`src/rtl/serial_capture_pkg.sv`:
```
// Shared definitions for the serial capture block: state encoding and default word width.
package serial_capture_pkg;

    localparam int DEFAULT_WIDTH = 8;

    typedef enum logic {
        IDLE  = 1'b0,
        SHIFT = 1'b1
    } captureState_t;

endpackage

```
`src/rtl/serial_shift_reg.sv`:
```
// Serial-in shift register; MSB_FIRST selects whether the first bit ends up in the top or bottom bit.
module serial_shift_reg
    import serial_capture_pkg::*;
#(
    parameter int WIDTH     = DEFAULT_WIDTH,
    parameter bit MSB_FIRST = 1'b1
) (
    input  logic             clk,
    input  logic             reset,
    input  logic             clear,
    input  logic             shift_en,
    input  logic             d_in,
    output logic [WIDTH-1:0] q
);

    always_ff @(posedge clk) begin
        if (reset || clear) begin
            q <= '0;
        end else if (shift_en) begin
            q <= MSB_FIRST ? {q[WIDTH-2:0], d_in} : {d_in, q[WIDTH-1:1]};
        end
    end

endmodule

```
`src/rtl/serial_capture.sv`:
```
// Frames a qualified serial bit stream into WIDTH-bit words with a single-entry output slot.
//   state | meaning
//   IDLE  | waiting for start; bit_en and d_in ignored
//   SHIFT | frame in progress; bits sampled on bit_en until WIDTH collected
module serial_capture
    import serial_capture_pkg::*;
#(
    parameter int WIDTH     = DEFAULT_WIDTH,
    parameter bit MSB_FIRST = 1'b1
) (
    input  logic             clk,
    input  logic             reset,
    input  logic             d_in,
    input  logic             bit_en,
    input  logic             start,
    input  logic             word_ready,
    output logic [WIDTH-1:0] word_out,
    output logic             word_valid,
    output logic             busy,
    output logic             overflow
);

    localparam int CNT_W = $clog2(WIDTH);
    localparam logic [CNT_W-1:0] LAST_BIT = CNT_W'(WIDTH - 1);

    captureState_t    state, nextState;
    logic [CNT_W-1:0] bitCount;
    logic             shiftEn;
    logic             wordDone;
    logic [WIDTH-1:0] shiftQ;
    logic [WIDTH-1:0] fullWord;

    serial_shift_reg #(
        .WIDTH    (WIDTH),
        .MSB_FIRST(MSB_FIRST)
    ) shiftReg (
        .clk     (clk),
        .reset   (reset),
        .clear   (start),
        .shift_en(shiftEn),
        .d_in    (d_in),
        .q       (shiftQ)
    );

    always_ff @(posedge clk) begin
        if (reset) begin
            state <= IDLE;
        end else begin
            state <= nextState;
        end
    end

    // start wins over bit_en in both states, so a completing bit coincident with start is lost.
    always_comb begin
        nextState = state;
        shiftEn   = 1'b0;
        wordDone  = 1'b0;
        case (state)
            IDLE: begin
                if (start) begin
                    nextState = SHIFT;
                end
            end
            SHIFT: begin
                if (!start && bit_en) begin
                    shiftEn = 1'b1;
                    if (bitCount == LAST_BIT) begin
                        wordDone  = 1'b1;
                        nextState = IDLE;
                    end
                end
            end
        endcase
    end

    always_ff @(posedge clk) begin
        if (reset || start || wordDone) begin
            bitCount <= '0;
        end else if (shiftEn) begin
            bitCount <= bitCount + 1'b1;
        end
    end

    // The last bit is still on d_in at the completing edge, so fold it in here.
    always_comb begin
        fullWord = MSB_FIRST ? {shiftQ[WIDTH-2:0], d_in} : {d_in, shiftQ[WIDTH-1:1]};
    end

    always_ff @(posedge clk) begin
        if (reset) begin
            word_out   <= '0;
            word_valid <= 1'b0;
            overflow   <= 1'b0;
        end else if (wordDone && (!word_valid || word_ready)) begin
            word_out   <= fullWord;
            word_valid <= 1'b1;
        end else if (wordDone) begin
            overflow   <= 1'b1;
        end else if (word_valid && word_ready) begin
            word_valid <= 1'b0;
        end
    end

    assign busy = (state == SHIFT);

endmodule

```
`config.mk`:
```
export PLATFORM = sky130hd
export DESIGN_NAME = serial_capture
export DESIGN_NICKNAME = d
export VERILOG_FILES = /design/src/rtl/serial_capture_pkg.sv /design/src/rtl/serial_shift_reg.sv /design/src/rtl/serial_capture.sv
export SDC_FILE = /design/constraint.sdc
export NUM_CORES = 1
export LEC_CHECK = 0
export CAP_MARGIN = 20
export CELL_PAD_IN_SITES_DETAIL_PLACEMENT = 0
export CELL_PAD_IN_SITES_GLOBAL_PLACEMENT = 2
export CORE_MARGIN = 2
export CORE_UTILIZATION = 31
export CTS_CLUSTER_SIZE = 16
export DETAILED_ROUTE_END_ITERATION = 10
export PLACE_DENSITY_LB_ADDON = 0.1
export SKIP_CTS_REPAIR_TIMING = 1
export SYNTH_ARGS = -nofsm -noshare
export SYNTH_HDL_FRONTEND = slang
export SYNTH_SLANG_ARGS = --single-unit
export TNS_END_PERCENT = 20
```
`constraint.sdc`:
```
create_clock -name clk -period 2.96 [get_ports clk]
set_clock_uncertainty 0.1 [all_clocks]
set_input_delay 0.444 -clock clk [delete_from_list [all_inputs] [get_ports clk]]
set_output_delay 0.444 -clock clk [all_outputs]
set_load 0.05 [all_outputs]
```
* Word level (Yosys, flattened, before mapping)
Index checks and enable logic that the tools add are counted.
** Storage, ports and cells
- Flip-flop bits (word level) :: 21
- Latch bits :: 0
- Memory bits (writable) :: 0
- Memory bits (read-only) :: 0
- Output and inout bits :: 11
- Memories kept :: 0
** Operators by class
- Add/subtract/negate cells :: 1
- $mul :: 0
- Div/mod/pow operators :: 0
- $lt $le $gt $ge :: 0
- Equal/unequal tests :: 2
- Shifts and indexed selects :: 0
- Mux-type cells :: 12
- Bitwise gates (word level) :: 2
- Reductions and logical operators :: 11
** Operator list (count)
- 2-to-1 mux 1 bit :: 11
- AND reduction 2 bit :: 2
- adder 3 x 1 -> 3 bit (second input constant) :: 1
- equality test 3 bit (second input constant) :: 1
- logical AND 1 bit :: 3
- logical OR 1 bit :: 3
- logical NOT 1 bit :: 2
- inequality test 2 x 1 -> 1 bit (second input constant) :: 1
- NOT 1 bit :: 2
- case mux 1 bit (2 select lines) :: 1
- nonzero test 2 bit :: 1

* Depth between registers and ports, before layout
Gate-level depths: netlist (run 1).
- Word-level depth :: 7
- Depth in mapped cells :: 6

* Modules after synthesis
A second synthesis (run 1) with hierarchy kept.
** Second synthesis, totals
- Cell total of the unflattened synthesis :: 89
- Area total of the unflattened synthesis :: 913.4 sq um
** Modules (own cells, without submodules)
- serial_capture :: instances 1, cells each 62, area an instance 618.1 sq um, sequential area each 280.3 sq um
- serial_shift_reg :: instances 1, cells each 27, area an instance 295.3 sq um, sequential area each 160.2 sq um

* Worst setup path before layout (run 1)
No wires, ideal clock.
- Path kind :: reg-to-reg
- From :: register state (netlist: busy)
- To :: register word_out[4]
- Data arrival time :: 1474 ps
- Setup slack :: 1317 ps
- Cell stages (with the launch flop) :: 5
- Buffers on the path :: 1
- Period minus slack after synthesis :: 1643 ps
- Cells stage by stage :: dfxtp_1 -> nand4b_4 -> buf_6 -> or3b_1 -> a21oi_1
** Between the ends
- Word-level cells in the longest chain between the ends :: 2
** RTL lines
- start, declared :: line serial_capture.sv:26 : captureState_t state, nextState;
- start signal, assigned :: line serial_capture.sv:49 : state <= nextState;
- 2-to-1 mux 1 bit :: line serial_capture.sv:58 : case (state)
- logical AND 1 bit :: line serial_capture.sv:94 : end else if (wordDone && (!word_valid || word_ready)) begin
- end signal, assigned :: line serial_capture.sv:95 : word_out <= fullWord;
- end, declared :: line serial_capture.sv:17 : output logic [WIDTH-1:0] word_out,
No other way between the ends.
A chain may end at the register's enable or synchronous reset.

* Worst setup path after layout (run 1)
- From :: register state (netlist: busy)
- To :: output port busy
** RTL lines
- end, declared :: line serial_capture.sv:19 : output logic busy,
No word-level cell between the ends.

==> results of run 1 <==
state kept, by name, indices dropped and copies added (netlist names):
signal	count
word_valid	1
shiftReg.q	7
bitCount	3
word_out	8
overflow	1
busy	1
cell usage in the layout, fill, tap and decap left out:
| master | n |
|---|---|
| dfxtp_1 | 21 |
| a21oi_1 | 20 |
| nand2_1 | 18 |
| clkdlybuf4s50_1 | 16 |
| o21ai_0 | 8 |
| or3b_1 | 6 |
| nor2_1 | 3 |
| nand3b_1 | 3 |
| clkbuf_4 | 3 |
| or3b_2 | 2 |
| ha_1 | 2 |
| and3b_1 | 1 |
| nor2b_1 | 1 |
| a31oi_1 | 1 |
| or2_2 | 1 |
| nand4b_4 | 1 |
| or3_2 | 1 |
| clkbuf_1 | 1 |
| buf_4 | 1 |
through the flow:
stage	setup WS (ps)	cells	total power [W]
after floorplan	1317	95	0.0003062
after global placement	814.2	137	0.0003171
after detailed placement	788.0	137	0.0003172
after CTS	802.8	141	0.0004558
after global routing	753.7	141	0.0004729
final	823.8	141	0.0004465
final cells by class:
cell class                      count  area [um2]  area share [%]
Clock buffer                        4       26.28           2.506
Multi-Input combinational cell     68       395.4           37.71
Sequential cell                    21       420.4           40.10
Tap cell                           31       38.79           3.699
Timing Repair Buffer               17       167.7           15.99
final timing paths:
check / to
max reg2reg: word_out[0]
min reg2reg: shiftReg.q[6]
min: shiftReg.q[6]
max: busy
layer usage:
layer  track usage, %  vias to the layer above  wire [um]
li1                 -                      358          -
met1            16.74                      295        894
met2            17.94                       13        705
met3            3.687                        4         63
met4            5.102                        0         28
met5                0                        -          0
power groups by stage:
stage	Combinational, W	Clock, W	Sequential (W)
final	0.0000247	0.000136	0.000286
after floorplan	0.0000110	0	0.000295
after global placement	0.0000251	0	0.000292
after CTS	0.0000250	0.000145	0.000286
after global routing	0.0000270	0.000160	0.000286
after detailed placement	0.0000249	0	0.000292
kinds of logic after synthesis:
logic type	after synthesis	synth area share, %
flip-flops	21	48.84
adder cells (fa/ha/maj)	2	2.907
buffers and inverters	6	5.231
AND/OR/NAND/NOR	37	26.02
AO/OA/AOI/OAI	29	17.01
==> flow_metrics.env, run 1 <==
export IMPL_transition_at_the_pin_with_the_smallest_max_transition_slack_ps=496.8
export IMPL_worst_setup_path_start_kind="flip-flop"
export IMPL_hold_crit_depth=2
export IMPL_synth_largest_type_area_fraction_pct=48.84
export IMPL_arrival_ps=1590
export IMPL_clock_path_buffers=2
export IMPL_core_region_area_um2=2686
export IMPL_synth_most_common_cell="dfxtp_1"
export IMPL_finish_instance_area_um2=1049
export IMPL_drv_max_cap_violation_count=0
export IMPL_clock_tree_root_cell="clkbuf_4"
export IMPL_finalWirelength_mm=1.692
export IMPL_setup_violations=0
export IMPL_power_density_nw_per_um2=425.8
export IMPL_critical_path_max_fanout=5
export IMPL_drt_antenna_violating_nets=0
export IMPL_reg_to_reg_slack_setup_ps=1060
export IMPL_final_period_minus_worst_setup_slack_ps=2136
export IMPL_postSynthNetCount=103
export IMPL_grt_antenna_before_repair=0
export IMPL_die_area_um2=3214
export IMPL_top_cells_by_area_in_the_synthesized_netlist="dfxtp_1, a21oi_1, nand2_1"
export IMPL_drt_pass1_iter_count=4
export IMPL_crit_path_cell_trace="clkdlybuf4s50_1"
export IMPL_synth_ff_latch_count=21
export IMPL_min_period_over_period_pct=72.17
export IMPL_worst_hold_launch="shiftReg.q[6]"
export IMPL_synth_enable_flop_cells=0
export IMPL_synth_area_um2=860.8
export IMPL_antenna_diode_count=0
export IMPL_numClockSinks=21
export IMPL_worst_r2r_path_depth=5
export IMPL_hpwl_detailed_mm=1.164
export IMPL_setup_total_negative_slack_ps=0
export IMPL_yosys_warnings=0
export IMPL_critical_path_depth=1
export IMPL_seq_area_frac_synth_pct=48.84
export IMPL_grt_pass1_wl_mm=3.098
export IMPL_max_freq_mhz=468.1
export IMPL_synth_top_cells_by_count="dfxtp_1, a21oi_1, nand2_1, o21ai_0, or3b_1"
export IMPL_cts_made_buffers=3
export IMPL_clk_transition_reported_paths_ps=120
export IMPL_grt_start_max_net_pins=19
export IMPL_crit_family="buffers and inverters"
export IMPL_synthDominantAreaCellType="dfxtp_1"
export IMPL_final_net_count=119
export IMPL_overflow=0
export IMPL_rsz_0062_raised_after_global_routing="no"
export IMPL_seqPwrFrac_pct=64.0
export IMPL_die_h_um=56.70
export IMPL_final_max_slew_viol_count=0
export IMPL_die_w_um=56.70
export IMPL_cts_max_level=1
export IMPL_crit_required_ps=2420
export IMPL_finalHoldViolCount=0
export IMPL_detail_route_wl_per_cell_um=12.00
export IMPL_synth_area_per_cell_um2=9.061
export IMPL_peakVddDrop_mv=0.2906
export IMPL_clock_power_share_pct=30.5
export IMPL_design_portCount=17
export IMPL_worst_slew_margin_rel_pct=66.78
export IMPL_synthesized_instance_count=95
export IMPL_dpl_instance_area_um2=1022
export IMPL_synth_top_flop_cell="dfxtp_1"
export IMPL_critPathKind="flip-flop to output port"
export IMPL_fillerInstances=295
export IMPL_share_comb_of_total_power_pct=5.5
export IMPL_cts_tree="yes"
export IMPL_worst_setup_startpoint="busy"
export IMPL_post_route_util_pct=39.03
export IMPL_drt_first_iter_violations=21
export IMPL_floorplan_rows=19
export IMPL_port_buffer_count=16
export IMPL_synth_cell_type_count=21
export IMPL_status="finished, final reports clean"
export IMPL_intPower_w=0.0003467
export IMPL_gp_congestion=0.6435
export IMPL_initial_utilization_pct=32.04
export IMPL_postSynth_asyncResetShare_pct=0
export IMPL_critPathSlowestCell="clkdlybuf4s50_1"
export IMPL_endpoint_kind="output port"
export IMPL_total_leakage_power_nw=0.3578
export IMPL_hold_class="flip-flop to flip-flop"
export IMPL_switching_power_w=0.00009977
export IMPL_areaGrowthSynthToFinish_pct=21.80
export IMPL_clk_insertion_delay_late_ps=290
export IMPL_post_route_cells_drive_above_1_share_pct=8.182
export IMPL_critPathBufInv=1
export IMPL_global_route_usage_total_pct=12.29
export IMPL_sw_frac_of_total_pct=22.35
export IMPL_timing_critical_path_slowest_cell_delay_ps=840
export IMPL_crit_reg2reg_launch="bitCount[0]"
export IMPL_drt_vias_per_instance=4.752
export IMPL_post_route_drc_count=0
export IMPL_num_vias=670
export IMPL_grt_pass1_vias=634
export IMPL_hold_slack_ps=358.7
Power figures use the tool's default switching activity.
==> run 2: changes to the inputs <==
CORE_UTILIZATION = 29   (was 31)
clock period = 2.15 ns   (was 2.96 ns; I/O delays follow)
==> run 2 against run 1 <==
Non-clock buffer count up 2. Combinational power rose by 49%. First-iteration DRC count decreased by 57%. Final cell count rose by 1.4%. Sequential power increased by 37%. Core utilization shrank 0.79 points. Sequential share of layout area decreased by 0.57 points. Clock power up 38%. Final area rose by 1.4%. Critical path depth unchanged. Global-route usage shrank 1.1 points. Flip-flop and latch count is the same. Critical endpoint unchanged. Largest power group unchanged.
==> flow_metrics.env, run 2 (synthesis gave the netlist of run 1 again) <==
export IMPL_fillerInstances=309
export IMPL_registers_top_by_ff_count="word_out"
export IMPL_post_route_drc_count=0
export IMPL_endpoint_kind="output port"
export IMPL_biggestRegsByFlops="word_out: 8 flops, shiftReg.q: 7 flops, bitCount: 3 flops"
export IMPL_port_buffer_count=16
export IMPL_die_w_um=58.48
export IMPL_timing_critical_path_slowest_cell_delay_ps=840
export IMPL_hold_crit_depth=2
export IMPL_num_vias=689
export IMPL_final_net_count=121
export IMPL_worst_setup_path_start_kind="flip-flop"
export IMPL_design_portCount=17
export IMPL_peakVddDrop_mv=0.2913
export IMPL_clk_insertion_delay_late_ps=300
export IMPL_setup_violations=0
export IMPL_final_period_minus_worst_setup_slack_ps=2007
export IMPL_routed_wl_met3_um=66
export IMPL_met2_length_um=755
export IMPL_clock_tree_root_cell="clkbuf_4"
export IMPL_clock_path_buffers=2
export IMPL_core_region_area_um2=2781
export IMPL_clk_transition_reported_paths_ps=110
export IMPL_die_area_um2=3420
export IMPL_numClockSinks=21
export IMPL_gp_congestion=0.6527
export IMPL_finalWirelength_mm=1.744
export IMPL_areaGrowthSynthToFinish_pct=23.55
export IMPL_grt_pass1_wl_mm=2.911
export IMPL_rsz_0062_raised_after_global_routing="no"
export IMPL_die_h_um=58.48
export IMPL_total_leakage_power_nw=0.3668
export IMPL_drt_pass1_iter_count=4
export IMPL_hold_class="flip-flop to flip-flop"
export IMPL_global_route_usage_total_pct=11.22
export IMPL_drt_vias_per_instance=4.818
export IMPL_min_period_over_period_pct=93.34
export IMPL_post_route_cells_drive_above_1_share_pct=9.821
export IMPL_critPathKind="flip-flop to output port"
export IMPL_drt_antenna_violating_nets=0
export IMPL_cts_max_level=1
export IMPL_detail_route_wl_per_cell_um=12.20
export IMPL_mostFrequentLayoutCell="dfxtp_1"
export IMPL_floorplan_rows=19
export IMPL_worst_slew_margin_rel_pct=38.26
export IMPL_cts_made_buffers=3
export IMPL_critical_path_max_fanout=5
export IMPL_critPathBufInv=1
export IMPL_grt_antenna_before_repair=0
export IMPL_grt_pass1_vias=579
export IMPL_transition_at_the_pin_with_the_smallest_max_transition_slack_ps=924.2
export IMPL_met1Wirelength_um=903
export IMPL_crit_path_cell_trace="clkdlybuf4s50_1"
export IMPL_overflow=0
export IMPL_most_used_cells_in_the_layout_excluding_fill_and_tap_cells="dfxtp_1, a21oi_1, nand2_1"
export IMPL_post_route_util_pct=38.24
export IMPL_crit_required_ps=1730
export IMPL_arrival_ps=1580
export IMPL_p_total_w=0.0006178
export IMPL_setup_total_negative_slack_ps=0
export IMPL_drv_max_cap_violation_count=0
export IMPL_grt_start_max_net_pins=19
export IMPL_finalHoldViolCount=0
export IMPL_crit_family="buffers and inverters"
export IMPL_antenna_diode_count=0
export IMPL_hpwl_detailed_mm=1.211
export IMPL_final_max_slew_viol_count=0
export IMPL_worst_r2r_path_depth=5
export IMPL_critPathSlowestCell="clkdlybuf4s50_1"
export IMPL_top_signal_layer_used="met4"
export IMPL_cts_tree="yes"
export IMPL_initial_utilization_pct=30.95
export IMPL_critical_path_depth=1
export IMPL_status="finished, final reports clean"
export IMPL_power_density_nw_per_um2=580.9
export IMPL_largest_reg_flops=8
export IMPL_drt_first_iter_violations=9
export IMPL_max_freq_mhz=498.3
==> run 2: changes by cell type in the layout (fill, tap and decap cells not counted) <==
cell   previous run  this run
buf_4             1         3
==> run 2: where the power goes <==
| group | leakage (nW) | switching [W] | total [W] | internal (W) |
|---|---|---|---|---|
| Clock | 0.0150 | 0.000116 | 0.000188 | 0.0000721 |
| Combinational | 0.182 | 0.0000203 | 0.0000367 | 0.0000164 |
| Sequential | 0.169 | 0.00000265 | 0.000393 | 0.000391 |
==> run 2: area by class of cell <==
cell class | instances | area [um2] | area share (%)
clock buffer | 4 | 26.28 | 2.471
sequential | 21 | 420.4 | 39.53
timing repair buffer | 19 | 182.7 | 17.18
multi-input combinational | 68 | 395.4 | 37.18
tap | 31 | 38.79 | 3.647
==> run 2: path summary, 6_finish.rpt <==
check | from | endpoint | slack (ps)
worst max-delay path | busy | busy | 140
worst min-delay path | bitCount[1] | bitCount[1] | 360
worst max register to register | bitCount[0] | word_out[7] | 420
worst min register to register | bitCount[1] | bitCount[1] | 360
==> run 2: metal layers <==
layer,vias up,track usage (%)
li1,364,-
met4,0,4.983
met5,-,0
met3,2,1.978
met2,9,16.05
met1,314,16.37
==> run 2: metrics by stage <==
| step | instance area, um2 | instances | setup slack (ps) | hold slack, ps |
|---|---|---|---|---|
| floorplan | 860.8 | 95 | 506.7 | 291.6 |
| global placement | 1037 | 139 | 211.2 | 344.3 |
| detailed placement | 1037 | 139 | 159.5 | 348.5 |
| CTS | 1064 | 143 | 115.1 | 365.9 |
| global route | 1064 | 143 | 51.57 | 383.8 |
| finish | 1064 | 143 | 143.2 | 361.5 |
